--- src/rtl/uart_pkg.sv ---
// Shared types and constants for the buffered UART transmitter.
// Pairs with the receiver; UART_TX_PARITY_EN selects 8E1 framing.
package uart_pkg;

  typedef enum logic [2:0] {
    IDLE,
    START,
    DATA,
    PARITY,
    STOP
  } uart_tx_state_t;

  localparam int UART_CLKS_PER_BIT_DEFAULT = 868;
  localparam int UART_DATA_BITS = 8;

  function automatic logic even_parity(
    input logic [UART_DATA_BITS-1:0] d
  );
    return ^d;
  endfunction

endpackage

--- src/rtl/uart_tx_fifo.sv ---
// Synchronous byte FIFO feeding the UART transmitter.
// Full/empty come from the occupancy count; pointers wrap naturally.
module uart_tx_fifo
  import uart_pkg::*;
#(
  parameter int DEPTH = 8
) (
  input  logic                        clk,
  input  logic                        rst_n,
  input  logic                        push,
  input  logic [UART_DATA_BITS-1:0]   din,
  input  logic                        pop,
  output logic [UART_DATA_BITS-1:0]   dout,
  output logic                        full,
  output logic                        empty,
  output logic [$clog2(DEPTH):0]      count
);

  localparam int AW = $clog2(DEPTH);

  logic [UART_DATA_BITS-1:0] mem [DEPTH];
  logic [AW-1:0]             wr_ptr;
  logic [AW-1:0]             rd_ptr;
  logic                      do_push;
  logic                      do_pop;

  assign full    = (count == (AW+1)'(DEPTH));
  assign empty   = (count == '0);
  // A full FIFO refuses the push even when a pop frees a slot this cycle.
  assign do_push = push && !full;
  assign do_pop  = pop && !empty;
  assign dout    = mem[rd_ptr];

  always_ff @(posedge clk or negedge rst_n) begin
    if (!rst_n) begin
      wr_ptr <= '0;
      rd_ptr <= '0;
      count  <= '0;
    end else begin
      if (do_push) wr_ptr <= wr_ptr + 1'b1;
      if (do_pop)  rd_ptr <= rd_ptr + 1'b1;
      unique case ({do_push, do_pop})
        2'b10:   count <= count + 1'b1;
        2'b01:   count <= count - 1'b1;
        default: count <= count;
      endcase
    end
  end

  always_ff @(posedge clk) begin
    if (do_push) mem[wr_ptr] <= din;
  end

endmodule

--- src/rtl/uart_byte_tx.sv ---
// Buffered 8N1 UART transmitter: valid/ready byte intake, FIFO, serialiser.
// Define UART_TX_PARITY_EN for an even parity bit (8E1 framing).
module uart_byte_tx
  import uart_pkg::*;
#(
  parameter int CLKS_PER_BIT = UART_CLKS_PER_BIT_DEFAULT,
  parameter int FIFO_DEPTH   = 8
) (
  input  logic                          clk,
  input  logic                          rst_n,
  input  logic [7:0]                    tx_data,
  input  logic                          tx_valid,
  output logic                          tx_ready,
  output logic                          uart_tx,
  output logic                          busy,
  output logic [$clog2(FIFO_DEPTH):0]   fifo_count
);

  localparam int BW = $clog2(CLKS_PER_BIT);
  localparam logic [BW-1:0] BAUD_LAST = BW'(CLKS_PER_BIT - 1);
  localparam logic [2:0] LAST_BIT = 3'(UART_DATA_BITS - 1);

  uart_tx_state_t            state;
  uart_tx_state_t            state_d;
  logic [BW-1:0]             baud;
  logic [BW-1:0]             baud_d;
  logic [2:0]                bit_cnt;
  logic [2:0]                bit_d;
  logic [UART_DATA_BITS-1:0] shreg;
  logic [UART_DATA_BITS-1:0] shreg_d;
  logic                      tx_d;
  logic                      bit_done;
  logic                      load;
  logic                      pop;
  logic                      full;
  logic                      empty;
  logic [UART_DATA_BITS-1:0] fifo_dout;
`ifdef UART_TX_PARITY_EN
  logic                      par;
  logic                      par_d;
`endif

  uart_tx_fifo #(
    .DEPTH (FIFO_DEPTH)
  ) u_fifo (
    .clk   (clk),
    .rst_n (rst_n),
    .push  (tx_valid),
    .din   (tx_data),
    .pop   (pop),
    .dout  (fifo_dout),
    .full  (full),
    .empty (empty),
    .count (fifo_count)
  );

  assign tx_ready = !full;
  assign busy     = (state != IDLE) || !empty;
  assign bit_done = (baud == BAUD_LAST);

  always_comb begin
    state_d = state;
    baud_d  = baud;
    bit_d   = bit_cnt;
    shreg_d = shreg;
    tx_d    = uart_tx;
    load    = 1'b0;
    pop     = 1'b0;
`ifdef UART_TX_PARITY_EN
    par_d   = par;
`endif
    if (state != IDLE) baud_d = bit_done ? '0 : baud + 1'b1;

    unique case (state)
      IDLE: begin
        tx_d = 1'b1;
        if (!empty) load = 1'b1;
      end
      START: begin
        if (bit_done) begin
          tx_d    = shreg[0];
          shreg_d = shreg >> 1;
          state_d = DATA;
        end
      end
      DATA: begin
        if (bit_done) begin
          if (bit_cnt == LAST_BIT) begin
`ifdef UART_TX_PARITY_EN
            tx_d    = par;
            state_d = PARITY;
`else
            tx_d    = 1'b1;
            state_d = STOP;
`endif
          end else begin
            tx_d    = shreg[0];
            shreg_d = shreg >> 1;
            bit_d   = bit_cnt + 1'b1;
          end
        end
      end
`ifdef UART_TX_PARITY_EN
      PARITY: begin
        if (bit_done) begin
          tx_d    = 1'b1;
          state_d = STOP;
        end
      end
`endif
      STOP: begin
        if (bit_done) begin
          // Chain straight into the next start bit: no idle gap.
          if (!empty) load = 1'b1;
          else        state_d = IDLE;
        end
      end
      default: begin
        tx_d    = 1'b1;
        state_d = IDLE;
      end
    endcase

    if (load) begin
      pop     = 1'b1;
      shreg_d = fifo_dout;
      tx_d    = 1'b0;
      bit_d   = '0;
      baud_d  = '0;
      state_d = START;
`ifdef UART_TX_PARITY_EN
      par_d   = even_parity(fifo_dout);
`endif
    end
  end

  always_ff @(posedge clk or negedge rst_n) begin
    if (!rst_n) begin
      state   <= IDLE;
      baud    <= '0;
      bit_cnt <= '0;
      shreg   <= '0;
      uart_tx <= 1'b1;
`ifdef UART_TX_PARITY_EN
      par     <= 1'b0;
`endif
    end else begin
      state   <= state_d;
      baud    <= baud_d;
      bit_cnt <= bit_d;
      shreg   <= shreg_d;
      uart_tx <= tx_d;
`ifdef UART_TX_PARITY_EN
      par     <= par_d;
`endif
    end
  end

endmodule

--- config.mk ---
export PLATFORM = sky130hd
export DESIGN_NAME = uart_byte_tx
export DESIGN_NICKNAME = d
export VERILOG_FILES = /design/src/rtl/uart_pkg.sv /design/src/rtl/uart_tx_fifo.sv /design/src/rtl/uart_byte_tx.sv
export SDC_FILE = /design/constraint.sdc
export NUM_CORES = 1
export LEC_CHECK = 0
export CAP_MARGIN = 20
export CORE_UTILIZATION = 25
export CTS_CLUSTER_DIAMETER = 60
export DETAILED_ROUTE_END_ITERATION = 8
export MAX_ROUTING_LAYER = met4
export PLACE_DENSITY = 0.51
export SLEW_MARGIN = 10
export SYNTH_ARGS = -nofsm -noshare
export SYNTH_HDL_FRONTEND = slang
export SYNTH_SLANG_ARGS = --single-unit
--- constraint.sdc ---
create_clock -name clk -period 3 [get_ports clk]
set_clock_uncertainty 0.2 [all_clocks]
set_input_delay 0.9 -clock clk [delete_from_list [all_inputs] [get_ports clk]]
set_output_delay 0.9 -clock clk [all_outputs]
set_load 0.02 [all_outputs]
==> key figures, run 1 <==
GRT
  – Total GRT Usage: 11.1%
  – First-pass GRT wire length: 14700 um
  – Largest net degree at the start of global routing: 36
  – Vias in the first global route: 2797
  – GRT overflow: 0
  – Initial antenna violation count: 0

Routing
  – Via density: 4.66
  – Final WL: 9000 um
  – Drt pass-1 iters: 4
  – Initial DRC count: 181
  – DRC Markers: 0
  – WL per Instance: 15.8 um
  – Post-DRT Antenna Nets: 0
  – Routed via count: 2654

Timing
  – Tightest Pin Transition: 0.818 ns
  – Final period utilization: 96.9%
  – Pins Over Slew Limit: 0
  – Finish-stage setup viols: 0
  – Max_slew headroom: 45.5%
  – Fin. Hold Viols: 0
  – Min Tclk post-route: 2.91 ns
  – Setup TNS: 0 ns
  – WHS: 0.310 ns
  – F_max: 344 MHz
  – RSZ-0062 raised after global routing: no

Power and ir drop
  – Total power: 3.99 mW
  – Max VDD drop: 0.453 mV
  – Leakage: 1.90 nW
  – PwrDens: 750 nW/um2

Synthesis
  – Mean post-synth cell area: 14.9 um2
  – Post-synth EDFFs: 64
  – Syn Nets: 320
  – Sequential share of the synthesized area: 62.6%
  – Synth warn: 0
  – Gate count after technology mapping: 301
  – Seq cells post-synth: 99
  – Post-synth design cell area: 4470 um2
  – Async S/R FF share, synth: 35.4%
  – Distinct cells, synth: 56
  – Most used DFF post-synth: edfxtp_1

CTS
  – CTS tree: built
  – Clk Latency, worst-skew pair: 0.35 ns
  – Root Driver: clkbuf_16
  – Num CTS Buffers: 9
  – Largest buffer count on any clock path: 2
  – Total clock sinks: 99
  – H-tree Lvls: 3
  – Worst-path clk slew: 0.07 ns
  – Post-CTS setup buffer count: 0

Critical path
  – FF-to-FF End: u_fifo.count[2]$_DFFE_PN0P_
  – Worst-path maximum fanout: 8
  – Critical path class: reg -> out
  – Crit path capture type: primary output
  – FF-to-FF setup slack: 0.27 ns
  – CP max stage delay: 0.60 ns
  – Crit-path cells: buf_4, or4_1, clkdlybuf4s15_1
  – Worst path slowest cell: or4_1
  – Reg-to-reg critical path startpoint: u_fifo.count[1]$_DFFE_PN0P_
  – CP bufs+invs: 2
  – Crit path arrival time: 1.81 ns
  – R2R depth: 11
  – Cell family with most CP delay: simple AND/OR/NAND/NOR gates
  – Crit path required time: 1.90 ns
  – CP Launch Type: register

Placed design
  – Hpwl dp: 5850 um
  – Gp weighted congestion: 0.755
  – Port Buffer Count: 17
  – Area after DPL: 5030 um2

Finish
  – Area growth syn-to-layout: 18.9%
  – Layout Nets: 359
  – Ant diodes: 0
  – Layout cells sized above 1: 22.3%
  – Final instance area: 5320 um2

Run
  – Max Cap Viol: 0

Min path
  – Hold_sp: shreg[7]$_DFFE_PN0P_
  – Worst Hold Path EP: shreg[7]$_DFFE_PN0P_
  – Min-delay worst type: reg -> reg
  – Hold Crit Depth: 1

Status
  – Status: completed

Floorplan
  – Die ar.: 18400 um2
  – Initial Util: 25.8%
  – I/O pins: 18
  – Die W: 136 um
  – Row count: 48
  – Core ar.: 17400 um2
  – Die height: 136 um
## area by class of cell
class,instances,area (um2)
sequential,99,2800
clock inverter,7,63.8
clock buffer,9,225
tap,225,282
multi-input combinational,181,1560
fill,1716,12000
inverter,5,18.8
timing repair buffer,44,367
## repair_timing
action | in CTS | in global routing
resized for setup | 2 | 2
pin swaps | 0 | 0
hold buffers | 0 | 0
gates cloned | 0 | 0
hold endpoints to repair | 0 | 0
setup endpoints to repair | 2 | 2
## Yosys cell counts, types with 8 or more instances
| master | n | area share (%) |
|---|---|---|
| xnor2_1 | 10 | 2.0 |
| nor3_1 | 9 | 1.0 |
| a21oi_1 | 19 | 2.1 |
| nand2_1 | 8 | 0.67 |
| ha_1 | 8 | 2.2 |
| dfrtp_1 | 34 | 19 |
| o31ai_1 | 9 | 1.5 |
| mux4_2 | 16 | 8.1 |
| nor2_1 | 17 | 1.4 |
| mux2i_1 | 9 | 2.0 |
| edfxtp_1 | 64 | 43 |
## through the flow
step                      util, %  setup WS, ns  instances
after floorplan                 -         0.107        301
after global placement       29.0        0.0709        554
after detailed placement     29.0        0.0545        554
after CTS                    30.6        0.0301        570
after global routing         30.6       0.00543        570
final                        30.6        0.0925        570
## cells in the final DEF (no fill, tap or decap), types with 2 or more instances in the layout
cell type,Yosys,layout
a2111oi_0,2,2
a21oi_1,19,19
and2_1,2,2
and3_1,7,7
buf_4,1,27
clkbuf_16,0,9
clkdlybuf4s50_1,0,14
clkinv_2,0,2
dfrtp_1,34,34
edfxtp_1,64,64
ha_1,8,8
inv_1,5,5
inv_8,0,4
mux2_2,4,4
mux2i_1,9,9
mux4_2,16,16
nand2_1,8,8
nand2b_1,4,4
nand3_1,6,6
nand4_1,3,3
nor2_1,17,16
nor3_1,9,9
o21ai_0,4,4
o221ai_1,7,7
o31ai_1,9,9
or3_1,3,3
xnor2_1,10,10
xor2_1,6,6
## worst max-delay path by stage
stage,startpoint,endpoint,depth (start not counted)
floorplan,u_fifo.count[1]$_DFFE_PN0P_,u_fifo.count[2]$_DFFE_PN0P_,11
global placement,tx_valid,u_fifo.count[2]$_DFFE_PN0P_,9
detailed placement,tx_valid,u_fifo.count[2]$_DFFE_PN0P_,9
CTS,u_fifo.count[1]$_DFFE_PN0P_,tx_ready,3
global route,u_fifo.count[1]$_DFFE_PN0P_,busy,4
finish,u_fifo.count[1]$_DFFE_PN0P_,tx_ready,3
## metal layers
metal	share of wire, %	up-vias	routed length (um)	GRT usage [%]
met2	50	33	4490	18.5
met5	0	-	0	-
li1	-	1264	-	-
met3	2.8	9	251	2.51
met4	1.3	0	116	4.31
met1	46	1348	4140	12.9
## worst reg2reg max path, stage by stage (launching register included)
cell,delay (ns)
dfrtp_1,0.38
or4_4,0.57
buf_4,0.19
nand2_1,0.10
a21oi_2,0.07
ha_1,0.27
xor2_1,0.16
ha_1,0.18
a21oi_1,0.14
xor2_1,0.16
nor2_1,0.06
xor2_1,0.14
## state kept, by name (all words and copies together), names as in the netlist
register,count
u_fifo.mem,64
bit_cnt,3
state,3
uart_tx,1
u_fifo.rd_ptr,3
shreg,8
baud,10
u_fifo.wr_ptr,3
u_fifo.count,4
## logic make-up (layout without fill, tap and decap cells)
group                      count (synthesis)  in the layout  share of synthesized area (%)
xor gates and xnor gates                  16             16                           3.13
and+or+nand+nor                           72             72                           9.26
adders and majority gates                  8              8                           2.24
muxes                                     29             29                           11.1
buffers and inverters                     21             65                           2.55
DFF                                       99             99                           62.6
AOI/OAI and AO/OA                         56             56                           9.15
## report_power, final
part	internal [mW]	switching, mW	total, mW
clock	0.587	0.553	1.14
combinational	0.466	0.489	0.955
sequential	1.72	0.176	1.89
Note: power is estimated with default switching activity, not from simulation.
==> inputs of run 2 (changes only) <==
--- a/config.mk
+++ b/config.mk
@@ -5,12 +5,13 @@
 export SDC_FILE = /design/constraint.sdc
 export NUM_CORES = 1
 export LEC_CHECK = 0
+export ABC_AREA = 1
 export CAP_MARGIN = 20
 export CORE_UTILIZATION = 25
 export CTS_CLUSTER_DIAMETER = 60
 export DETAILED_ROUTE_END_ITERATION = 8
 export MAX_ROUTING_LAYER = met4
-export PLACE_DENSITY = 0.51
+export PLACE_DENSITY = 0.5
 export SLEW_MARGIN = 10
 export SYNTH_ARGS = -nofsm -noshare
 export SYNTH_HDL_FRONTEND = slang
==> key figures, run 2 <==
Timing
  – Tightest Pin Transition: 0.818 ns
  – Setup TNS: 0 ns
  – Fin. Hold Viols: 0
  – RSZ-0062 raised after global routing: no
  – Final period utilization: 94.0%
  – WHS: 0.274 ns
  – Pins Over Slew Limit: 0
  – Min Tclk post-route: 2.82 ns
  – Finish-stage setup viols: 0
  – Max_slew headroom: 45.5%
  – F_max: 355 MHz

Synthesis
  – Main combinational cell family by area after synthesis: simple AND/OR/NAND/NOR gates
  – Post-synth design cell area: 4720 um2
  – Commonest cells post-synth: nand2_1 (219), inv_1 (66), edfxtp_1 (64)
  – Synth Area in XOR/XNOR: 2.04%
  – Top post-synthesis cells by area: edfxtp_1 (41%), dfrtp_1 (18%), nand2_1 (17%), inv_1 (5.2%), nand3_1 (3.9%)
  – Sequential share of the synthesized area: 59.3%
  – Async S/R FF share, synth: 35.4%
  – Seq cells post-synth: 99
  – Top-count cell post-synth: nand2_1
  – Distinct cells, synth: 33
  – Synth warn: 0
  – Post-Synth Simple-Gate Area: 26.8%
  – Post-synth EDFFs: 64
  – Gate count after technology mapping: 523
  – Most used DFF post-synth: edfxtp_1
  – Mean post-synth cell area: 9.03 um2
  – Syn Nets: 542
  – Post-Synth Adder-Cell Area: 2.12%
  – Synth area leader: edfxtp_1
  – Top cell type's share of synthesized area: 40.7%
  – Mux contribution to synthesized area: 0%
  – Area fraction in compound gates after synthesis: 2.68%

CTS
  – Largest buffer count on any clock path: 2
  – Worst-path clk slew: 0.07 ns
  – H-tree Lvls: 3
  – Total clock sinks: 99
  – Num CTS Buffers: 9
  – CTS tree: built
  – Root Driver: clkbuf_16
  – Clk Latency, worst-skew pair: 0.35 ns

Finish
  – Layout cells sized above 1: 7.93%
  – Fin cells: 784
  – Layout Nets: 569
  – Most frequent cells in the layout: nand2_1 (219), inv_1 (66), edfxtp_1 (64), nand3_1 (37), dfrtp_1 (34)
  – Max reg flops: 64
  – Top reg by flops: u_fifo.mem
  – Area growth syn-to-layout: 15.7%
  – Final instance area: 5460 um2
  – Commonest non-fill, non-tap cell in the layout: nand2_1
  – Ant diodes: 0
  – Regs by FF count: u_fifo.mem x64, baud x10, shreg x8

Critical path
  – Crit path required time: 1.90 ns
  – Critical path class: reg -> out
  – Crit path arrival time: 1.72 ns
  – Worst-path maximum fanout: 10
  – Crit path capture type: primary output
  – FF-to-FF setup slack: 0.51 ns
  – CP Launch Type: register

Power and ir drop
  – Leakage: 2.51 nW
  – Total power: 5.04 mW
  – Max VDD drop: 0.303 mV
  – PwrDens: 922 nW/um2

Routing
  – Via density: 4.18
  – Post-DRT Antenna Nets: 0
  – DRC Markers: 0
  – Final WL: 9340 um
  – Initial DRC count: 166
  – Drt pass-1 iters: 4
  – WL per Instance: 11.9 um
  – Routed via count: 3277

Floorplan
  – Die ar.: 19400 um2
  – Die height: 139 um
  – I/O pins: 18
  – Core ar.: 18200 um2
  – Die W: 139 um
  – Row count: 49
  – Initial Util: 25.9%

Placed design
  – Port Buffer Count: 17
  – Gp weighted congestion: 0.830
  – Area after DPL: 5190 um2
  – Dpl cells: 768
  – Hpwl dp: 6460 um

GRT
  – Total GRT Usage: 10.7%
  – Initial antenna violation count: 0
  – Vias in the first global route: 3208
  – First-pass GRT wire length: 15600 um
  – GRT overflow: 0
  – Largest net degree at the start of global routing: 36

Run
  – Max Cap Viol: 0

Min path
  – Min-delay worst type: reg -> reg

Status
  – Status: completed
-- run 2: cell count changes after synthesis, sizes merged, moves of 8 or more --
cell	before	now
o21ai	4	12
a21oi	21	5
nor2	17	31
o31ai	9	1
mux4	16	0
nand2	8	225
mux2i	9	0
nand3	6	39
inv	5	67
-- run 2: what timing repair did --
item,4_1_cts,5_1_grt
setup buffers,0,0
hold buffers,0,0
resized for setup,1,0
endpoints found under the hold margin,0,0
endpoints found under the setup margin,1,0
-- run 2: logic make-up after synthesis --
kind of cell	Yosys count
AO/OA/AOI/OAI	19
buffers and inverters	82
XOR/XNOR	11
AND/OR/NAND/NOR	304
adder cells (fa/ha/maj)	8
flip-flops	99
-- run 2: critical path, cell delays in order (launching register included) --
cell and delay (ns):
dfrtp_1 0.46, nor2_2 0.17, nand3_2 0.13, nor2_4 0.20
inv_4 0.09, dlygate4sd2_1 0.33
-- run 2: path summary, 6_finish.rpt --
path,start,endpoint,cells past startpoint
hold reg to reg,uart_tx$_DFFE_PN1P_,uart_tx$_DFFE_PN1P_,2
setup / recovery,u_fifo.count[1]$_DFFE_PN0P_,busy,5
max in group asynchronous,rst_n,u_fifo.wr_ptr[2]$_DFFE_PN0P_,1
setup reg to reg,baud[0]$_DFFE_PN0P_,u_fifo.count[2]$_DFFE_PN0P_,11
hold / removal,uart_tx$_DFFE_PN1P_,uart_tx$_DFFE_PN1P_,2
min in group asynchronous,rst_n,baud[3]$_DFFE_PN0P_,1
-- run 2: metal layers --
metal	vias to the layer above	global-route usage, %	wire, um
met1	1533	12.6	4440
met3	8	3.51	317
li1	1697	-	-
met4	0	2.69	59
met5	-	-	0
met2	39	17.5	4520
-- run 2: final cells by class --
type | count | area, um2
Timing Repair Buffer | 29 | 254
Clock buffer | 11 | 233
Tap cell | 229 | 287
Inverter | 69 | 262
Sequential cell | 99 | 2800
Fill cell | 1888 | 12700
Clock inverter | 5 | 42.5
Multi-Input combinational cell | 342 | 1590
-- run 2: metrics by stage --
step / util, % / setup slack (ns)
floorplan: - / 0.622
global placement: 28.5 / 0.231
detailed placement: 28.5 / 0.124
CTS: 30.0 / 0.142
global route: 30.0 / 0.0792
finish: 30.0 / 0.179
-- run 2: power breakdown --
group | leakage, nW | total [mW] | switching, mW | internal [mW]
Sequential | 1.03 | 1.95 | 0.185 | 1.76
Combinational | 1.35 | 1.99 | 1.30 | 0.694
Clock | 0.131 | 1.09 | 0.519 | 0.574
